File: src/rtl/mux41_pkg.sv
// Shared constants and types for the 4:1 lane multiplexer.
//   LANES : number of data lanes (4)
//   SEL_W : width of the lane select (2)
//   sel_t : lane select type
package mux41_pkg;

  localparam int unsigned LANES = 4;
  localparam int unsigned SEL_W = 2;

  typedef logic [SEL_W-1:0] sel_t;

  // Top value of a CW-bit counter; the counters stop here instead of wrapping.
  function automatic logic [31:0] sat_max(input int unsigned cw);
    logic [31:0] one_v;
    one_v = 32'd1;
    if (cw >= 32) begin
      sat_max = 32'hFFFF_FFFF;
    end else begin
      sat_max = (one_v << cw) - 32'd1;
    end
  endfunction

endpackage

File: src/rtl/sat_counter.sv
// CW-bit saturating up-counter with synchronous clear.
//   clk   : rising-edge clock
//   rst_n : asynchronous active-low reset, clears the count
//   en    : increment request (ignored once saturated)
//   clr   : synchronous clear, wins over en
//   cnt   : current count (registered)
module sat_counter
  import mux41_pkg::*;
#(
  parameter int CW = 8
) (
  input  logic          clk,
  input  logic          rst_n,
  input  logic          en,
  input  logic          clr,
  output logic [CW-1:0] cnt
);

  localparam logic [31:0] MAX_V = sat_max(CW);

  logic [CW-1:0] cnt_d;
  logic [CW-1:0] cnt_q;

  // Next count: clear first, then increment unless already at the top.
  always_comb begin
    cnt_d = cnt_q;
    if (clr) begin
      cnt_d = {CW{1'b0}};
    end else if (en && (cnt_q != MAX_V[CW-1:0])) begin
      cnt_d = cnt_q + {{(CW-1){1'b0}}, 1'b1};
    end else begin
      cnt_d = cnt_q;
    end
  end

  // Count register.
  always_ff @(posedge clk or negedge rst_n) begin
    if (!rst_n) begin
      cnt_q <= {CW{1'b0}};
    end else begin
      cnt_q <= cnt_d;
    end
  end

  assign cnt = cnt_q;

endmodule

File: src/rtl/mux_41_1007.sv
// 4:1 lane multiplexer with registered copy, select-change pulse and
// per-lane usage counters.
//   clk     : rising-edge clock
//   rst_n   : asynchronous active-low reset of all registered state
//   i       : four W-bit lanes, lane k at [k*W +: W]
//   s       : lane select
//   en      : capture enable for o_q, s_q, sel_chg and the counters
//   clr     : synchronous clear of the usage counters only
//   o       : combinational selected lane
//   o_q     : registered selected lane (one cycle latency)
//   sel_chg : one-cycle pulse when a capture sees s differ from s_q
//   cnt     : four CW-bit saturating usage counters, counter k at [k*CW +: CW]
module mux_41_1007
  import mux41_pkg::*;
#(
  parameter int W  = 1,
  parameter int CW = 8
) (
  input  logic                clk,
  input  logic                rst_n,
  input  logic [LANES*W-1:0]  i,
  input  logic [SEL_W-1:0]    s,
  input  logic                en,
  input  logic                clr,
  output logic [W-1:0]        o,
  output logic [W-1:0]        o_q,
  output logic                sel_chg,
  output logic [LANES*CW-1:0] cnt
);

  logic [W-1:0] o_q_d;
  logic [W-1:0] o_q_q;
  sel_t         s_q_d;
  sel_t         s_q_q;
  logic         sel_chg_d;
  logic         sel_chg_q;
  logic [LANES-1:0] lane_en;

  // Lane select; an unknown select yields X rather than a substituted lane.
  always_comb begin
    o = {W{1'b0}};
    case (s)
      2'd0:    o = i[0*W +: W];
      2'd1:    o = i[1*W +: W];
      2'd2:    o = i[2*W +: W];
      2'd3:    o = i[3*W +: W];
      default: o = {W{1'bx}};
    endcase
  end

  // Capture path: load on en, otherwise hold; the change pulse drops without en.
  always_comb begin
    o_q_d     = o_q_q;
    s_q_d     = s_q_q;
    sel_chg_d = 1'b0;
    if (en) begin
      o_q_d     = o;
      s_q_d     = s;
      sel_chg_d = (s != s_q_q);
    end else begin
      o_q_d     = o_q_q;
      s_q_d     = s_q_q;
      sel_chg_d = 1'b0;
    end
  end

  // Captured output, select and change pulse registers.
  always_ff @(posedge clk or negedge rst_n) begin
    if (!rst_n) begin
      o_q_q     <= {W{1'b0}};
      s_q_q     <= 2'd0;
      sel_chg_q <= 1'b0;
    end else begin
      o_q_q     <= o_q_d;
      s_q_q     <= s_q_d;
      sel_chg_q <= sel_chg_d;
    end
  end

  assign o_q     = o_q_q;
  assign sel_chg = sel_chg_q;

  // One usage counter per lane, bumped only when that lane is captured.
  for (genvar k = 0; k < LANES; k++) begin : g_cnt
    assign lane_en[k] = en && (s == sel_t'(k));

    sat_counter #(
      .CW (CW)
    ) u_cnt (
      .clk   (clk),
      .rst_n (rst_n),
      .en    (lane_en[k]),
      .clr   (clr),
      .cnt   (cnt[k*CW +: CW])
    );
  end

endmodule

File: config.mk
export PLATFORM = sky130hd
export DESIGN_NAME = mux_41_1007
export DESIGN_NICKNAME = d
export VERILOG_FILES = /design/src/rtl/mux41_pkg.sv /design/src/rtl/sat_counter.sv /design/src/rtl/mux_41_1007.sv
export SDC_FILE = /design/constraint.sdc
export NUM_CORES = 1
export LEC_CHECK = 0
export CORE_ASPECT_RATIO = 1.1
export CORE_MARGIN = 3
export CORE_UTILIZATION = 40
export DETAILED_ROUTE_END_ITERATION = 6
export PLACE_DENSITY = 0.77
export SYNTH_ARGS = -nofsm -noshare
export SYNTH_HDL_FRONTEND = slang
export SYNTH_SLANG_ARGS = --single-unit
File: constraint.sdc
create_clock -name clk -period 1.8 [get_ports clk]
set_input_delay 0.18 -clock clk [delete_from_list [all_inputs] [get_ports clk]]
set_output_delay 0.18 -clock clk [all_outputs]
set_load 0.005 [all_outputs]
# Word level (Yosys, flattened, before mapping)
# Index checks and enable logic that the tools add are counted.
# word_totals
regBits	36
output_inout_bits	35
wordCells	42
# op_classes
add_sub_neg	4
eq_ne	8
mux	10
reduce_logical	13
# ops
operator	n
8-bit 2-to-1 mux	8
8-bit by 1-bit adder with 8-bit output (second input constant)	4
8-bit != test (second input constant)	4
1-bit logical AND	8
2-bit nonzero test	4
2-bit == test (second input constant)	2
1-bit one-hot mux with 4 select lines	1
2-bit by 1-bit == test with 1-bit output (second input constant)	1
2-bit logical NOT	1
2-bit != test	1
1-bit 2-to-1 mux	1

# Longest topological paths before layout
# Gate-level depths: netlist (run 1).
# logic_depth
ltp_word	5
ltp_mapped	6

# Cells and area by module
# Synthesis (run 1) repeated with hierarchy kept, for this count alone.
# hier_totals
hier_cells	219
area_unflattened_um2	2087.0
# modules_own_cells
mod	instances	cells_each	area_each_um2	seq_area_each_um2
sat_counter	4	49	464.2	200.2
mux_41_1007	1	23	230.2	100.1

# Worst setup path before layout (run 1)
# No wires, ideal clock.
# synth_path
path_kind	reg-to-reg
start	register g_cnt[3].u_cnt.cnt_q[0]
end	register g_cnt[3].u_cnt.cnt_q[5]
setup_ns	0.078
t_arrival_ns	1.388
t_required_ns	1.722
slack_ns	0.334
path_stages_with_launch	6
path_buffers	0
period_less_slack_ns	1.466
path_cell_list	dfrtp_1 ha_1 nand3_1 o211ai_1 or3_1 a21oi_1
# synth_via
elab_chain_cells	3
word_cells_on_any_way	6
cone_classes	add/sub (1); eq/ne (1); mux (2); reduce/logical (2)
# synth_lines
item	line	text
start: declaration	sat_counter.sv:22	logic [CW-1:0] cnt_q;
start signal: assignment	sat_counter.sv:39	cnt_q <= {CW{1'b0}};
start signal: assignment	sat_counter.sv:41	cnt_q <= cnt_d;
8-bit by 1-bit adder with 8-bit output / 8-bit != test (equally long branches)	sat_counter.sv:30, sat_counter.sv:29	
8-bit 2-to-1 mux / 1-bit logical AND (equally long branches)	sat_counter.sv:29	end else if (en && (cnt_q != MAX_V[CW-1:0])) begin
8-bit 2-to-1 mux / 2-bit nonzero test (equally long branches)	n/a	
# Parallel ways exist; a longest one is shown, timed or not. The select of a mux whose other input is x is not followed.
# A chain may end at the register's enable or synchronous reset.

# Worst setup path in the final report (run 1)
# layout_path
start	input port s[0]
end	output port o
# layout_via
elab_chain_cells	2
word_cells_on_any_way	5
cone_classes	eq/ne (3); mux (1); reduce/logical (1)
# layout_lines
item	line	text
start: declaration	mux_41_1007.sv:22	input logic [SEL_W-1:0] s,
2-bit == test, or another cell as far along	mux_41_1007.sv:42	case (s)
1-bit one-hot mux with 4 select lines *	mux_41_1007.sv:42	
end: declaration	mux_41_1007.sv:25	output logic [W-1:0] o,
# Every way passes the cells marked *; elsewhere a longest branch is shown, timed or not.

==> results.ini, run 1 <==
[layout]
drive_gt1_frac = 0.136
syn_to_final_growth_pct = 33.9
diodes = 0
nNetsFinal = 256
fillers = 406

[cts]
path_clk_slew_ps = 70
cts_setup_buffers = 0
clock_latency_ps = 290
cts_htree_levels = 2
clockBufferDepth = 2
cts_root_buf = clkbuf_8
cts_made_buffers = 5
tritoncts = done
clock-sinks = 36

[pwr]
seq_power_share = 0.550
p_int_mw = 1.17
finalPower_mw = 1.52
p_leak_nw = 1.08
ir_drop_v = 0.000412
switchingPower_mw = 0.354
p_clk_frac = 0.353
swShare = 0.232
combinationalPowerShare = 0.097
power_density_mw_per_mm2 = 598

[route]
avgRoutedWirePerCell_um = 13.6
vias_per_cell = 5.45
first_iter_violations = 99
drt_wl_total_um = 4020
remaining_drc_errors = 0
drt_first_pass_iters = 4
ant_nets = 0
num_vias = 1613

[floorplanning]
design.die.area_mm2 = 0.00562
core_mm2 = 0.00444
die_h_um = 78.3
io_pins = 45
initial_core_util = 0.428
rows = 25
die_x_um = 71.8

[synthesis]
yosysUniqueCellTypes = 39
synth_ff_type = dfrtp_1
ys_seq_elements = 36
seq_area_frac_synth = 0.473
syn_avg_cell_area_um2 = 10.3
netlist_area_mm2 = 0.00190
syn_nets = 198
yosysWarnings = 0
synth_edf_count = 0
async_reset_ff_frac = 1.00
netlist_instances = 184

[sta]
slew-limit-headroom = 0.656
fin_crit_ps = 1700
worst_slew_pin_slew_ps = 516
fmax_ghz = 0.588
setup_tns_ps = 0
finalCritPeriodShare = 0.945
drv_slew = 0
skew_ps = 6.14
fin_ws_ps = 98.5
whs_ps = 399
finalSetupViolCount = 0
hold_viol = 0
rsz0062_at_grt = no

[hold_path]
hold_class = primary input to asynchronous set/reset pin

[setup_path]
critPathKind = primary input to output pin
crit_path_start_kind = primary input
cpLargestDelayFamily = buffers and inverters
worstPathRequired_ps = 1620
cp_max_fo = 2
cp_slowest_cell = mux4_1
cp_num_buf_inv = 2
cp-end-kind = output pin
arrival_ps = 1520
max_stage_delay_ps = 560
crit_chain = clkdlybuf4s50_1, mux4_1, dlygate4sd2_1

[flow_run]
cap_violations = 0

[global_route]
grt_pass1_vias = 1588
grt_antenna_before_repair = 0
grt_start_max_net_pins = 33
grt_util_all_layers = 0.158
met1_usage = 0.192
grt_pass1_wl_um = 7060
grt-ovfl-total = 0
grt.met2_usage = 0.260
gr-usage-met3 = 0.0538
busiest_layer = met2

[placement]
gp_congestion = 0.820
dp_slack_ps = -109
dp_hpwl_um = 2910
port_buffers = 44

[run_status]
outcome = finished clean

sequential cells by signal (all words and copies together) (netlist names):
signal,flops
o_q,1
g_cnt.u_cnt.cnt,32
sel_chg,1
s_q_q,2
per-layer routing:
layer  part of all wire  vias to the layer above
met5                  0                        -
met1               0.44                      767
met3              0.069                        5
met2               0.48                       53
li1                   -                      788
met4              0.013                        0
cells by family (layout without fill, tap and decap cells):
logic type | after synthesis | after routing | synth area share
xor+xnor | 17 | 17 | 0.0782
buf+inv | 11 | 69 | 0.0316
flops | 36 | 36 | 0.473
mux | 9 | 9 | 0.0579
simple gates | 71 | 71 | 0.199
fa+ha+maj | 4 | 4 | 0.0263
compound gates | 36 | 36 | 0.133
worst paths after layout:
check                                      start                     to  slack (ps)  cells after the start
max                                         s[0]                      o         100                      3
min                                        rst_n  g_cnt[0].u_cnt.cnt[0]         400                      2
max reg2reg                g_cnt[3].u_cnt.cnt[0]  g_cnt[3].u_cnt.cnt[1]         180                      5
min reg2reg                                  o_q                    o_q         520                      1
max in group asynchronous                  rst_n  g_cnt[3].u_cnt.cnt[3]         870                      3
min in group clk                             o_q                    o_q         520                      1
cell usage after synthesis (4+ instances only):
cell type / number / share of area
a211oi_1: 4 / 0.016
a21oi_1: 6 / 0.016
and2_1: 5 / 0.016
and3_1: 4 / 0.013
clkbuf_1: 5 / 0.0099
dfrtp_1: 36 / 0.47
ha_1: 4 / 0.026
mux2i_1: 5 / 0.026
nand2_1: 8 / 0.016
nand3_1: 5 / 0.013
nand4_1: 6 / 0.020
nor2_1: 24 / 0.047
nor3_1: 6 / 0.016
o2111ai_1: 6 / 0.028
o211ai_1: 6 / 0.024
o21ai_0: 5 / 0.013
xor2_1: 15 / 0.069
power by group through the flow:
stage	clock network (mW)	logic, mW	registers, mW
after floorplan	0	0.0658	0.854
after global placement	0	0.148	0.853
after detailed placement	0	0.151	0.854
after CTS	0.566	0.152	0.839
after global routing	0.596	0.165	0.841
final	0.537	0.148	0.839
layout make-up:
class                      count  area (um^2)  share of cell area
clock buffer                   6         72.6              0.0285
clock inverter                 1         5.00             0.00196
inverter                       3         11.3             0.00442
multi-input combinational    137          942               0.370
sequential                    36          901               0.353
tap                           54         67.6              0.0265
timing repair buffer          59          549               0.216
cells in the final DEF (no fill, tap or decap), drive strengths merged, types with 2 or more instances in the layout:
cell / n
and2: 5
nand2: 9
or4: 2
mux2i: 5
nor2: 24
or3: 2
and3b: 2
nand3: 5
o21ba: 2
dfrtp: 36
o31ai: 3
xor2: 15
o21a: 2
inv: 3
nand4: 6
and3: 5
o21ai: 5
buf: 15
ha: 4
xnor2: 2
o2111ai: 6
o211ai: 6
clkbuf: 6
mux2: 3
nor3: 6
a211oi: 4
clkdlybuf4s50: 42
a21oi: 6
repair_timing:
item	CTS	global route
hold endpoints to repair	21	0
gates resized for setup	1	0
hold buffers	1	0
endpoints found under the setup margin	1	0
per-stage QoR:
step / instance area [um^2] / instances / util
3_3_place_gp: 2460 / 288 / 0.554
3_5_place_dp: 2460 / 288 / 0.554
2_1_floorplan: 1900 / 184 / -
6_report: 2550 / 296 / 0.574
5_1_grt: 2550 / 296 / 0.574
4_1_cts: 2550 / 296 / 0.574
No activity file was read; power rests on OpenSTA's default activity.
==> run 2: changes to the inputs <==
Settings changed: CORE_UTILIZATION 40 to 49, PLACE_DENSITY 0.77 to 0.9.
==> run 2 against run 1 <==
Against the previous run: count of clock-buffer cells in the layout increased by 1; clock power increased by 14%; non-clock buffer count decreased by 5; register-to-register slack improved by 20 ps.
==> results.ini, run 2 (same netlist as run 1, synthesis figures left out) <==
[sta]
finalCritPeriodShare = 0.945  ; about the same
worst_slew_pin_slew_ps = 453  ; -63.1 ps
fmax_ghz = 0.588  ; about the same
fin_ws_ps = 99.3  ; +0.880 ps
drv_slew = 0  ; unchanged
slew-limit-headroom = 0.698  ; +0.0421
setup_tns_ps = 0  ; unchanged
skew_ps = 5.46  ; -0.672 ps
rsz0062_at_grt = no
hold_viol = 0  ; unchanged
fin_crit_ps = 1700  ; -0.880 ps
finalSetupViolCount = 0  ; unchanged

[setup_path]
cpLargestDelayFamily = buffers and inverters
crit_chain = clkdlybuf4s50_1, mux4_1, dlygate4sd2_1
max_stage_delay_ps = 570  ; about the same
path_depth = 3  ; unchanged
cp-end-kind = output pin
arrival_ps = 1520  ; about the same
critPathKind = primary input to output pin
worstPathRequired_ps = 1620  ; about the same
cp_num_buf_inv = 2  ; unchanged
r2r_cells = 5  ; unchanged
cp_max_fo = 2  ; unchanged
cp_slowest_cell = mux4_1
crit_path_start_kind = primary input

[cts]
clockBufferDepth = 2  ; unchanged
cts_setup_buffers = 0  ; unchanged
tritoncts = done
clock-sinks = 36  ; unchanged
cts_htree_levels = 2  ; unchanged
clock_latency_ps = 290  ; about the same
cts_made_buffers = 5  ; unchanged
cts_root_buf = clkbuf_8
path_clk_slew_ps = 60  ; about the same

[placement]
dp_slack_ps = -95.1  ; +14.2 ps
port_buffers = 44  ; unchanged
placed_area_mm2 = 0.00243  ; -1.2%
dp_hpwl_um = 2850  ; -2.1%
gp_congestion = 0.811  ; -1.1%

[flow_run]
cap_violations = 0  ; unchanged

[pwr]
power_density_mw_per_mm2 = 630  ; +5.4%
p_leak_nw = 1.06  ; -1.4%
ir_drop_v = 0.000426  ; +3.4%

[global_route]
grt_pass1_wl_um = 7040  ; -0.28%
grt_util_all_layers = 0.190  ; +0.0324
grt-ovfl-total = 0  ; unchanged
grt_pass1_vias = 1619  ; +2.0%
grt_start_max_net_pins = 37  ; +12%
grt_antenna_before_repair = 0  ; unchanged

[floorplanning]
rows = 23  ; -8.0%
core_mm2 = 0.00368  ; -17%
initial_core_util = 0.517  ; +0.0882
die_h_um = 71.4  ; -8.9%
io_pins = 45  ; unchanged
design.die.area_mm2 = 0.00467  ; -17%
die_x_um = 65.4  ; -8.8%

[route]
drt_first_pass_iters = 4  ; unchanged
num_vias = 1618  ; +0.31%
ant_nets = 0  ; unchanged
first_iter_violations = 146  ; +47%
vias_per_cell = 5.64  ; +3.5%
drt_wl_total_um = 4010  ; -0.12%
remaining_drc_errors = 0  ; unchanged
avgRoutedWirePerCell_um = 14.0  ; +3.0%

[layout]
final_common_cell = clkdlybuf4s50_1
final_cell_mix = clkdlybuf4s50_1, dfrtp_1, nor2_1, xor2_1, buf_4
syn_to_final_growth_pct = 32.8
nNetsFinal = 251  ; -2.0%
diodes = 0  ; unchanged
largest_register_ff_count = 32  ; unchanged
drive_gt1_frac = 0.122  ; -0.0140
postLayoutCellArea_mm2 = 0.00253  ; -0.83%

[hold_path]
hold_class = primary input to asynchronous set/reset pin

[run_status]
outcome = finished clean

## run 2: changes by cell type in the layout (fill, tap and decap cells not counted)
cell,previous run,this run
dlygate4sd3_1,1,0
clkinv_2,1,0
clkbuf_1,1,0
buf_2,1,0
clkbuf_8,5,7
clkdlybuf4s50_1,42,43
buf_4,14,10
## run 2: worst paths after layout
check | startpoint | to | slack, ps
max in group asynchronous | rst_n | g_cnt[0].u_cnt.cnt[4] | 1170
max reg2reg | g_cnt[3].u_cnt.cnt[0] | g_cnt[3].u_cnt.cnt[5] | 200
min | rst_n | g_cnt[3].u_cnt.cnt[7] | 310
min reg2reg | o_q | o_q | 520
max | s[0] | o | 100
min in group clk | o_q | o_q | 520
## run 2: what timing repair did
action                     CTS  global route
hold buffers                 0             0
setup endpoints to repair    1             0
resized for setup            1             0
## run 2: where the power goes
group          internal [mW]  total [mW]  leakage (nW)  switching, mW
Combinational         0.0773       0.143         0.517         0.0654
Sequential             0.826       0.839         0.493         0.0135
Clock                  0.341       0.611        0.0503          0.271
## run 2: worst reg2reg max path, delay by kind of cell, from the launching register on
kind | cells | cell delay [ps]
AND/OR/NAND/NOR | 2 | 540
AO/OA/AOI/OAI | 2 | 320
adder cells (fa/ha/maj) | 1 | 230
flip-flops | 1 | 430
## run 2: area by class of cell
class	count	area [um^2]
Sequential cell	36	901
Fill cell	320	1160
Timing Repair Buffer	54	514
Multi-Input combinational cell	137	942
Tap cell	50	62.6
Inverter	3	11.3
Clock buffer	7	96.3
## run 2: per-stage QoR
| stage | hold WS [ps] | power, mW | utilization | std cells |
|---|---|---|---|---|
| 3_3_place_gp | 498 | 0.996 | 0.660 | 280 |
| 2_1_floorplan | -116 | 0.919 | - | 184 |
| 3_5_place_dp | 507 | 1.00 | 0.660 | 280 |
| 5_1_grt | 353 | 1.67 | 0.686 | 287 |
| 4_1_cts | 330 | 1.61 | 0.686 | 287 |
| 6_report | 311 | 1.59 | 0.686 | 287 |
## run 2: routing by layer
metal	up-vias	GRT usage	wire (um)
li1	773	-	-
met4	0	0.0829	74
met5	-	0	0
met1	781	0.233	1650
met2	55	0.319	2090
met3	9	0.0439	199
==> run 3: changes to the inputs <==
Settings changed: CORE_UTILIZATION 49 to 40, PLACE_DENSITY 0.9 to 0.77.
==> results of run 3 <==
Final layout, timing and power as in run 1 (identical DEF).
